==> config.mk <==
export PLATFORM = sky130hd
export DESIGN_NAME = serial_subtractor
export DESIGN_NICKNAME = d
export VERILOG_FILES = /design/src/rtl/serial_subtractor.sv
export SDC_FILE = /design/constraint.sdc
export NUM_CORES = 1
export LEC_CHECK = 0
export ABC_AREA = 1
export BUFFER_PORTS_ARGS = -buffer_cell sky130_fd_sc_hd__buf_4
export CORE_MARGIN = 10
export CORE_UTILIZATION = 45
export CTS_CLUSTER_SIZE = 14
export DETAILED_ROUTE_END_ITERATION = 10
export PLACE_DENSITY = 0.66
export SYNTH_ARGS = -nofsm -noshare
export SYNTH_HDL_FRONTEND = slang
export SYNTH_SLANG_ARGS = --single-unit
==> constraint.sdc <==
create_clock -name wb_clk_i -period 2.9 [get_ports wb_clk_i]
set_clock_uncertainty 0.15 [all_clocks]
set_input_delay 0.29 -clock wb_clk_i [delete_from_list [all_inputs] [get_ports wb_clk_i]]
set_output_delay 0.29 -clock wb_clk_i [all_outputs]
set_load 0.01 [all_outputs]
==> src/rtl/serial_subtractor.sv <==
// rtl/serial_subtractor.sv - bit-serial a_in - b_in, LSB first, valid/ready in and out; SUB_SAT_EN selects unsigned saturation
module serial_subtractor #(
  parameter int WIDTH = 8
) (
`ifdef USE_POWER_PINS
  inout  wire              vdd,
  inout  wire              vss,
`endif
  input  logic             wb_clk_i,
  input  logic             wb_rst_i,
  input  logic             in_valid,
  output logic             in_ready,
  input  logic [WIDTH-1:0] a_in,
  input  logic [WIDTH-1:0] b_in,
  output logic             out_valid,
  input  logic             out_ready,
  output logic [WIDTH-1:0] diff,
  output logic             borrow
);

  localparam int CW = $clog2(WIDTH) + 1;

  typedef enum logic [1:0] {
    S_IDLE = 2'd0,
    S_BUSY = 2'd1,
    S_DONE = 2'd2
  } state_t;

  state_t           r_state;
  logic [WIDTH-1:0] r_a;
  logic [WIDTH-1:0] r_b;
  // Only WIDTH-1 result bits need storage: the final bit goes straight into diff.
  logic [WIDTH-2:0] r_res;
  logic             r_bw;
  logic [CW-1:0]    r_cnt;

  logic             w_a_bit;
  logic             w_b_bit;
  logic             w_d;
  logic             w_bw_next;
  logic             w_last;
  logic [WIDTH-1:0] w_cat;
  logic [WIDTH-1:0] w_diff_load;

  // One full-subtractor cell working on the current LSB of each operand.
  always_comb begin
    w_a_bit   = r_a[0];
    w_b_bit   = r_b[0];
    w_d       = w_a_bit ^ w_b_bit ^ r_bw;
    w_bw_next = (~w_a_bit & w_b_bit) | (~(w_a_bit ^ w_b_bit) & r_bw);
    w_last    = (r_cnt == CW'(WIDTH - 1));
    w_cat     = {w_d, r_res};
  end

`ifdef SUB_SAT_EN
  // Clamp to zero on underflow; borrow still reports the underflow.
  assign w_diff_load = w_bw_next ? '0 : w_cat;
`else
  // Plain modulo-2^WIDTH result.
  assign w_diff_load = w_cat;
`endif

  // Control FSM with datapath shift registers and registered handshake outputs.
  always_ff @(posedge wb_clk_i or posedge wb_rst_i) begin
    if (wb_rst_i) begin
      r_state   <= S_IDLE;
      r_a       <= '0;
      r_b       <= '0;
      r_res     <= '0;
      r_bw      <= 1'b0;
      r_cnt     <= '0;
      in_ready  <= 1'b1;
      out_valid <= 1'b0;
      diff      <= '0;
      borrow    <= 1'b0;
    end else begin
      case (r_state)
        S_IDLE: begin
          if (in_valid && in_ready) begin
            r_a      <= a_in;
            r_b      <= b_in;
            r_res    <= '0;
            r_bw     <= 1'b0;
            r_cnt    <= '0;
            in_ready <= 1'b0;
            r_state  <= S_BUSY;
          end
        end
        S_BUSY: begin
          r_a   <= r_a >> 1;
          r_b   <= r_b >> 1;
          r_res <= w_cat[WIDTH-1:1];
          r_bw  <= w_bw_next;
          r_cnt <= r_cnt + 1'b1;
          if (w_last) begin
            diff      <= w_diff_load;
            borrow    <= w_bw_next;
            out_valid <= 1'b1;
            r_state   <= S_DONE;
          end
        end
        S_DONE: begin
          if (out_ready) begin
            out_valid <= 1'b0;
            in_ready  <= 1'b1;
            r_state   <= S_IDLE;
          end
        end
        default: begin
          r_state   <= S_IDLE;
          in_ready  <= 1'b1;
          out_valid <= 1'b0;
        end
      endcase
    end
  end

endmodule

==> impl_metrics.yaml, run 1 <==
outcome:
  outcome: "complete, no violations"
timing:
  finalHoldViolCount: 0
  fin_crit_sh: 0.6561
  max_freq_ghz: 0.5256
  final.setup.tns_ps: 0
  setup-violations-final: 0
  timing.slew.headroom: 0.6526
  period_minus_slack_ps: 1903
  worst_slack_ps: 997.4
  drv_slew: 0
  rsz0062_at_grt: "no"
  tightest_slew_ps: 521.1
  hold-worst-slack_ps: 54.78
clock_tree:
  postCtsSetupBuffers: 0
  clk_latency_ps: 290
  clock_path_buffers: 2
  clock-sinks: 41
  cts_tree: "done"
  path_clk_slew_ps: 70
  cts_root_buf: "clkbuf_8"
  cts_made_buffers: 5
  ctsHtreeMaxLevel: 2
placed_design:
  portBuffers: 30
  dp_slack_ps: 999.8
  routabilityCongestion: 0.7702
  dpl.hpwl_um: 2462
route:
  firstDrtPassIters: 4
  wl_per_cell_um: 12.53
  wl_um: 3709
  first_iter_violations: 98
  via_per_inst: 4.848
  ant_nets: 0
  dr_total_vias: 1435
  drc: 0
floorplan:
  start_util: 0.4696
  die-area_mm2: 0.007238
  die_h_um: 85.08
  std_cell_rows: 23
  fp.dieW_um: 85.08
  ioPinCount: 31
  core-area_mm2: 0.004058
layout:
  mostFrequentLayoutCells: "91 x nand2_1, 40 x dfrtp_1, 31 x buf_4"
  fillers: 400
  num_antenna_cells: 0
  final_common_cell: "nand2_1"
  fin_nets: 268
  drive_above_1_share: 0.2195
  area_growth_pct: 16.61
grt:
  use_met3: 0.03633
  overflow: 0
  grt_max_degree: 46
  antenna_found_initial: 0
  track_usage: 0.1093
  grt.busiest_layer: "met2"
  grt_use_met1: 0.1403
  gr-usage-met2: 0.1662
  grt_first_pass_wirelength_um: 6734
  grt_pass1_vias: 1482
synthesis:
  synth-seq-cells: 41
  synth_cell_types: 22
  yosys_warnings: 0
  synth_area_mm2: 0.001906
  syn-num-nets: 239
  avgSynthCellArea_um2: 8.781
  ys_top_cells_by_area: "dfrtp_1 53%, nand2_1 18%, nand3_1 5.0%, o21ai_2 4.1%, buf_6 3.5%"
  synth_top_area_share: 0.5253
  yosys.area.top_type: "dfrtp_1"
  synthCells: 217
  ys_seq_area_frac: 0.5391
power_and_ir_drop:
  powerDensity_mw_per_mm2: 1037
  irDropWorstVdd_mv: 0.3339
  p_leak_nw: 1.181
  total_power_mw: 2.305
setup_path:
  cp_max_fo: 45
  start_kind: "flop"
  critPathRequiredTime_ps: 2920
  critical_path_class: "reg -> reg"
  worstPathArrival_ps: 1920
  critPathCaptureType: "flop"
flow_run:
  maxCapViolations: 0
hold_path:
  hold_path_class: "in -> reg"
-- per-layer routing --
layer,up-vias,wire length (um)
met1,663,1833
met3,6,206
li1,742,-
met5,-,0
met2,24,1612
met4,0,55
-- synthesized netlist by cell type --
cell type,count
nand2_2,1
buf_4,2
dfrtp_1,40
inv_2,1
nor2_1,6
ha_1,1
a21oi_1,1
o22ai_1,9
nand2_1,91
inv_4,1
nand3_4,1
fa_1,1
nand2_4,2
nand3b_1,1
o21ai_2,9
inv_1,16
o21ai_1,2
buf_6,6
buf_2,2
nand3_1,19
o21ai_0,4
dfstp_2,1
-- power breakdown --
part	total (mW)	leakage, nW	switching (mW)	internal (mW)
registers	0.938	0.526	0.130	0.808
logic	0.929	0.601	0.578	0.351
clock network	0.438	0.0540	0.188	0.250
total	2.30	1.18	0.896	1.41
-- cell families (layout without fill, tap and decap cells) --
logic type | after synthesis | count (layout) | share of synthesized area
adders and majority gates | 2 | 2 | 0.01707
DFF | 41 | 41 | 0.5391
buffers and inverters | 28 | 57 | 0.08535
AOI/OAI and AO/OA | 25 | 25 | 0.08930
and+or+nand+nor | 121 | 121 | 0.2692
-- flip-flops by register name, summed over array words and instances, names as in the netlist --
register	flops
diff	8
r_a	8
r_b	8
r_res	7
r_cnt	4
r_state	2
borrow	1
in_ready	1
out_valid	1
r_bw	1
-- through the flow --
step / area [um2] / util / cells
global placement: 2108 / 0.5196 / 288
finish: 2222 / 0.5476 / 296
CTS: 2222 / 0.5476 / 296
floorplan: 1906 / - / 217
global route: 2222 / 0.5476 / 296
detailed placement: 2108 / 0.5196 / 288
-- area by class of cell --
class / count / area, um2 / share of cell area
clock buffer: 5 / 68.82 / 0.03097
clock inverter: 2 / 35.03 / 0.01577
inverter: 18 / 70.07 / 0.03153
multi-input combinational: 148 / 715.7 / 0.3221
sequential: 41 / 1027 / 0.4623
tap: 50 / 62.56 / 0.02815
timing repair buffer: 32 / 242.7 / 0.1092
-- path summary, 6_finish.rpt --
path	cells past startpoint	from	slack, ps	to
min reg2reg	2	diff[0]	340	diff[0]
max reg2reg	6	r_state[1]	1000	diff[7]
max	6	r_state[1]	1000	diff[7]
max in group asynchronous	4	wb_rst_i	1690	in_ready
min	3	b_in[7]	50	r_b[7]
min in group asynchronous	4	wb_rst_i	520	diff[0]
-- timing repair --
action	4_1_cts	5_1_grt
setup endpoints to repair	0	0
gates resized for setup	0	0
hold endpoints to repair	40	0
hold buffers	1	0
-- worst max-delay path: stages (launching register included) --
cell and delay (ps):
dfrtp_1 420, inv_2 110, nand2_4 280, inv_4 280, nand2_2 300, nand2_1 180
o21ai_2 60
Note: power is estimated with default switching activity, not from simulation.
==> inputs of run 2 (changes only) <==
clock period = 1.9 ns   (was 2.9 ns; I/O delays follow)
==> impl_metrics.yaml, run 2 (synthesis results as in run 1) <==
grt:
  grt_first_pass_wirelength_um: 6520
  grt_max_degree: 42
  overflow: 0
  grt_pass1_vias: 1424
  antenna_found_initial: 0
  track_usage: 0.1081
placed_design:
  dpl.hpwl_um: 2455
  dp_slack_ps: 346.4
  portBuffers: 30
  routabilityCongestion: 0.7726
route:
  first_iter_violations: 122
  ant_nets: 0
  wl_um: 3709
  via_per_inst: 4.818
  drc: 0
  firstDrtPassIters: 4
  wl_per_cell_um: 12.28
  dr_total_vias: 1455
setup_path:
  cpLargestDelayFamily: "simple AND/OR/NAND/NOR gates"
  critPathCaptureType: "flop"
  max_stage_delay_ps: 390
  start_kind: "flop"
  critPathBufInv: 0
  crit_chain: "ha_1 -> nand2_1 -> nor2_1 -> nand2_2 -> nand2_1 -> o21ai_2"
  critPathRequiredTime_ps: 1920
  cp_slowest_cell: "dfrtp_1"
  cp_common_cell: "nand2_1"
  cp_max_fo: 20
  critical_path_class: "reg -> reg"
  worstPathArrival_ps: 1580
timing:
  max_freq_ghz: 0.6416
  drv_slew: 0
  timing.slew.headroom: 0.6567
  setup-violations-final: 0
  worst_slack_ps: 341.3
  finalHoldViolCount: 0
  tightest_slew_ps: 515.0
  final.setup.tns_ps: 0
  fin_crit_sh: 0.8204
  rsz0062_at_grt: "no"
  period_minus_slack_ps: 1559
  hold-worst-slack_ps: 26.26
power_and_ir_drop:
  powerDensity_mw_per_mm2: 1529
  irDropWorstVdd_mv: 0.5602
  p_leak_nw: 1.195
clock_tree:
  cts_root_buf: "clkbuf_8"
  clk_latency_ps: 290
  cts_made_buffers: 5
  cts_tree: "done"
  path_clk_slew_ps: 80
  clock_path_buffers: 2
  clock-sinks: 41
  ctsHtreeMaxLevel: 2
  postCtsSetupBuffers: 0
floorplan:
  core-area_mm2: 0.004058
  die-area_mm2: 0.007238
  ioPinCount: 31
  die_h_um: 85.08
  start_util: 0.4696
  fp.dieW_um: 85.08
  std_cell_rows: 23
outcome:
  outcome: "complete, no violations"
layout:
  reg_top3: "diff (8), r_a (8), r_b (8)"
  final_common_cell: "nand2_1"
  drive_above_1_share: 0.2262
  mostFrequentLayoutCells: "91 x nand2_1, 40 x dfrtp_1, 34 x buf_4"
  num_antenna_cells: 0
  area_growth_pct: 17.73
  fin_nets: 273
hold_path:
  hold_path_class: "in -> reg"
flow_run:
  maxCapViolations: 0
-- run 2: cell types whose count changed in the layout (fill, tap and decap cells not counted), sizes merged --
cell | previous run | this run
bufinv | 1 | 0
clkinv | 1 | 2
clkbuf | 5 | 6
buf | 31 | 34
dlygate4sd3 | 1 | 3
-- run 2: cell type report --
| cell class | instances | area [um2] |
|---|---|---|
| Clock buffer | 6 | 72.57 |
| Clock inverter | 2 | 10.01 |
| Fill cell | 388 | 1814 |
| Inverter | 18 | 70.07 |
| Multi-Input combinational cell | 148 | 715.7 |
| Sequential cell | 41 | 1027 |
| Tap cell | 50 | 62.56 |
| Timing Repair Buffer | 37 | 285.3 |
-- run 2: report_power, final --
| group | internal [mW] | leakage, nW | switching [mW] |
|---|---|---|---|
| Sequential | 1.23 | 0.526 | 0.195 |
| Clock | 0.255 | 0.0450 | 0.290 |
| Combinational | 0.570 | 0.623 | 0.888 |
| Total | 2.06 | 1.19 | 1.37 |
-- run 2: final timing paths --
path	from	to	slack (ps)	cells after the start
setup reg to reg	r_cnt[0]	diff[3]	340	6
setup / recovery	r_cnt[0]	diff[3]	340	6
max in group asynchronous	wb_rst_i	in_ready	800	4
hold / removal	a_in[2]	r_a[2]	30	5
hold reg to reg	out_valid	out_valid	330	2
min in group asynchronous	wb_rst_i	r_res[0]	420	4
-- run 2: what timing repair did --
action	in CTS	in global routing
hold buffers	3	0
hold endpoints to repair	42	0
gates resized for setup	0	0
setup endpoints to repair	0	0
-- run 2: routing by layer --
layer | share of wire | global-route usage | routed length, um | vias to the layer above
met4 | 0.015 | 0.04042 | 57 | 0
met5 | 0 | 0 | 0 | -
met3 | 0.065 | 0.04589 | 241 | 7
met2 | 0.45 | 0.1696 | 1667 | 28
li1 | - | - | - | 752
met1 | 0.47 | 0.1283 | 1742 | 668
-- run 2: per-stage QoR --
| stage | cells | total power, mW | util | instance area (um2) |
|---|---|---|---|---|
| 4_1_cts | 302 | 3.474 | 0.5529 | 2243 |
| 6_report | 302 | 3.430 | 0.5529 | 2243 |
| 2_1_floorplan | 217 | 2.602 | - | 1906 |
| 3_5_place_dp | 291 | 2.922 | 0.5251 | 2131 |
| 3_3_place_gp | 291 | 2.891 | 0.5251 | 2131 |
| 5_1_grt | 302 | 3.747 | 0.5529 | 2243 |
-- run 2: worst reg2reg max path: cells and delay by family (launching register included) --
kind	cells	cell delay [ps]
AOI/OAI and AO/OA	1	60
adders and majority gates	1	180
DFF	1	390
and+or+nand+nor	4	670
==> inputs of run 3 (changes only) <==
clock period = 1.52 ns   (was 1.9 ns; I/O delays follow)
==> impl_metrics.yaml, run 3 (synthesis results as in run 1) <==
setup_path:
  worstPathArrival_ps: 1430
  critPathCaptureType: "flop"
  critical_path_class: "reg -> reg"
  r2r_slack_ps: 130
  critPathRequiredTime_ps: 1560
  start_kind: "flop"
  cp_max_fo: 20
layout:
  finalInstanceArea_mm2: 0.002379
  drive_above_1_share: 0.2423
  mostFrequentLayoutCells: "91 x nand2_1, 40 x dfrtp_1, 36 x buf_4"
  final_common_cell: "nand2_1"
  fin_nets: 281
  reg_top3: "diff (8), r_a (8), r_b (8)"
  postLayoutCoreUtil: 0.5862
  multiInputGateArea_um2: 718.2
  num_antenna_cells: 0
  fillers: 370
  seqCellArea_mm2: 0.001027
  area_growth_pct: 24.82
route:
  via_per_inst: 4.845
  firstDrtPassIters: 4
  drc: 0
  first_iter_violations: 145
  dr_total_vias: 1502
  wl_um: 3837
  wl_per_cell_um: 12.38
  ant_nets: 0
timing:
  hold-worst-slack_ps: 1.317
  fin_crit_sh: 0.9169
  setup-violations-final: 0
  tightest_slew_ps: 295.1
  final.setup.tns_ps: 0
  finalHoldViolCount: 0
  drv_slew: 0
  timing.slew.headroom: 0.8031
  rsz0062_at_grt: "no"
  period_minus_slack_ps: 1394
  max_freq_ghz: 0.7175
flow_run:
  maxCapViolations: 0
power_and_ir_drop:
  p_leak_nw: 1.252
  p_int_mw: 2.859
  p_switching_mw: 1.767
  irDropWorstVdd_mv: 0.7686
  seq_power_share: 0.386
  powerDensity_mw_per_mm2: 1945
  p_comb_frac: 0.417
  switching_share: 0.3819
  total_power_mw: 4.626
  p_clk_frac: 0.197
floorplan:
  ioPinCount: 31
  die-area_mm2: 0.007238
  start_util: 0.4696
  core-area_mm2: 0.004058
  fp.dieW_um: 85.08
  die_h_um: 85.08
  std_cell_rows: 23
grt:
  use_met3: 0.03824
  overflow: 0
  track_usage: 0.1108
  grt_max_degree: 42
  antenna_found_initial: 0
  grt.busiest_layer: "met2"
  grt_pass1_vias: 1489
  gr-usage-met2: 0.1785
  grt_first_pass_wirelength_um: 6637
  grt_use_met1: 0.1316
clock_tree:
  clock_path_buffers: 2
  cts_root_buf: "clkbuf_8"
  postCtsSetupBuffers: 0
  clk_latency_ps: 290
  path_clk_slew_ps: 80
  cts_made_buffers: 5
  clock-sinks: 41
  ctsHtreeMaxLevel: 2
  cts_tree: "done"
placed_design:
  dpl.hpwl_um: 2583
  dpl_cell_area_mm2: 0.002186
  portBuffers: 30
  routabilityCongestion: 0.7415
hold_path:
  hold_path_class: "in -> reg"
outcome:
  outcome: "complete, no violations"
==> run 3: cell types whose count changed in the layout (fill, tap and decap cells not counted), moves of 2 or more <==
cell,previous run,this run
buf_4,34,36
buf_12,0,2
clkinv_2,2,0
dlygate4sd3_1,3,7
==> run 3: metrics by stage <==
stage,setup slack [ps],cells
floorplan,195.8,217
global placement,136.4,295
detailed placement,123.2,295
CTS,112.4,310
global route,8.611,310
finish,126.3,310
==> run 3: cell type report <==
class	instances	share of cell area
multi-input cells	148	0.3019
inverters	18	0.02946
flip-flops and latches	41	0.4319
repair buffers	45	0.1599
clock inverters	2	0.01578
well taps	50	0.02630
clock buffers	6	0.03472
==> run 3: final timing paths <==
path,startpoint,endpoint,depth (start not counted)
max,r_state[1],diff[3],7
max reg2reg,r_state[1],diff[3],7
max in group asynchronous,wb_rst_i,in_ready,4
min,b_in[2],r_b[2],5
min in group asynchronous,wb_rst_i,diff[0],4
min reg2reg,out_valid,out_valid,2
==> run 3: critical path, stage by stage (launching register included) <==
cell and delay [ps]:
dfrtp_1 420, inv_2 110, nand2_4 90, inv_4 150, nand2_2 90, buf_12 160
nand2_1 70, o21ai_2 50
==> run 3: metal layers <==
| metal | vias up | part of all wire | routed length (um) |
|---|---|---|---|
| li1 | 769 | - | - |
| met1 | 703 | 0.47 | 1812 |
| met2 | 22 | 0.46 | 1769 |
| met3 | 8 | 0.050 | 193 |
| met4 | 0 | 0.016 | 61 |
| met5 | - | 0 | 0 |
==> run 3: power by group through the flow <==
stage | combinational (mW) | sequential (mW) | clock, mW
finish | 1.93 | 1.78 | 0.911
global route | 2.22 | 1.84 | 0.979
CTS | 1.97 | 1.78 | 0.931
detailed placement | 1.94 | 1.80 | 0
global placement | 1.91 | 1.79 | 0
floorplan | 1.44 | 1.81 | 0
==> run 3: timing repair <==
action / CTS / global route
hold endpoints to repair: 46 / 0
hold buffers: 7 / 0
endpoints found under the setup margin: 0 / 2
resized for setup: 0 / 1
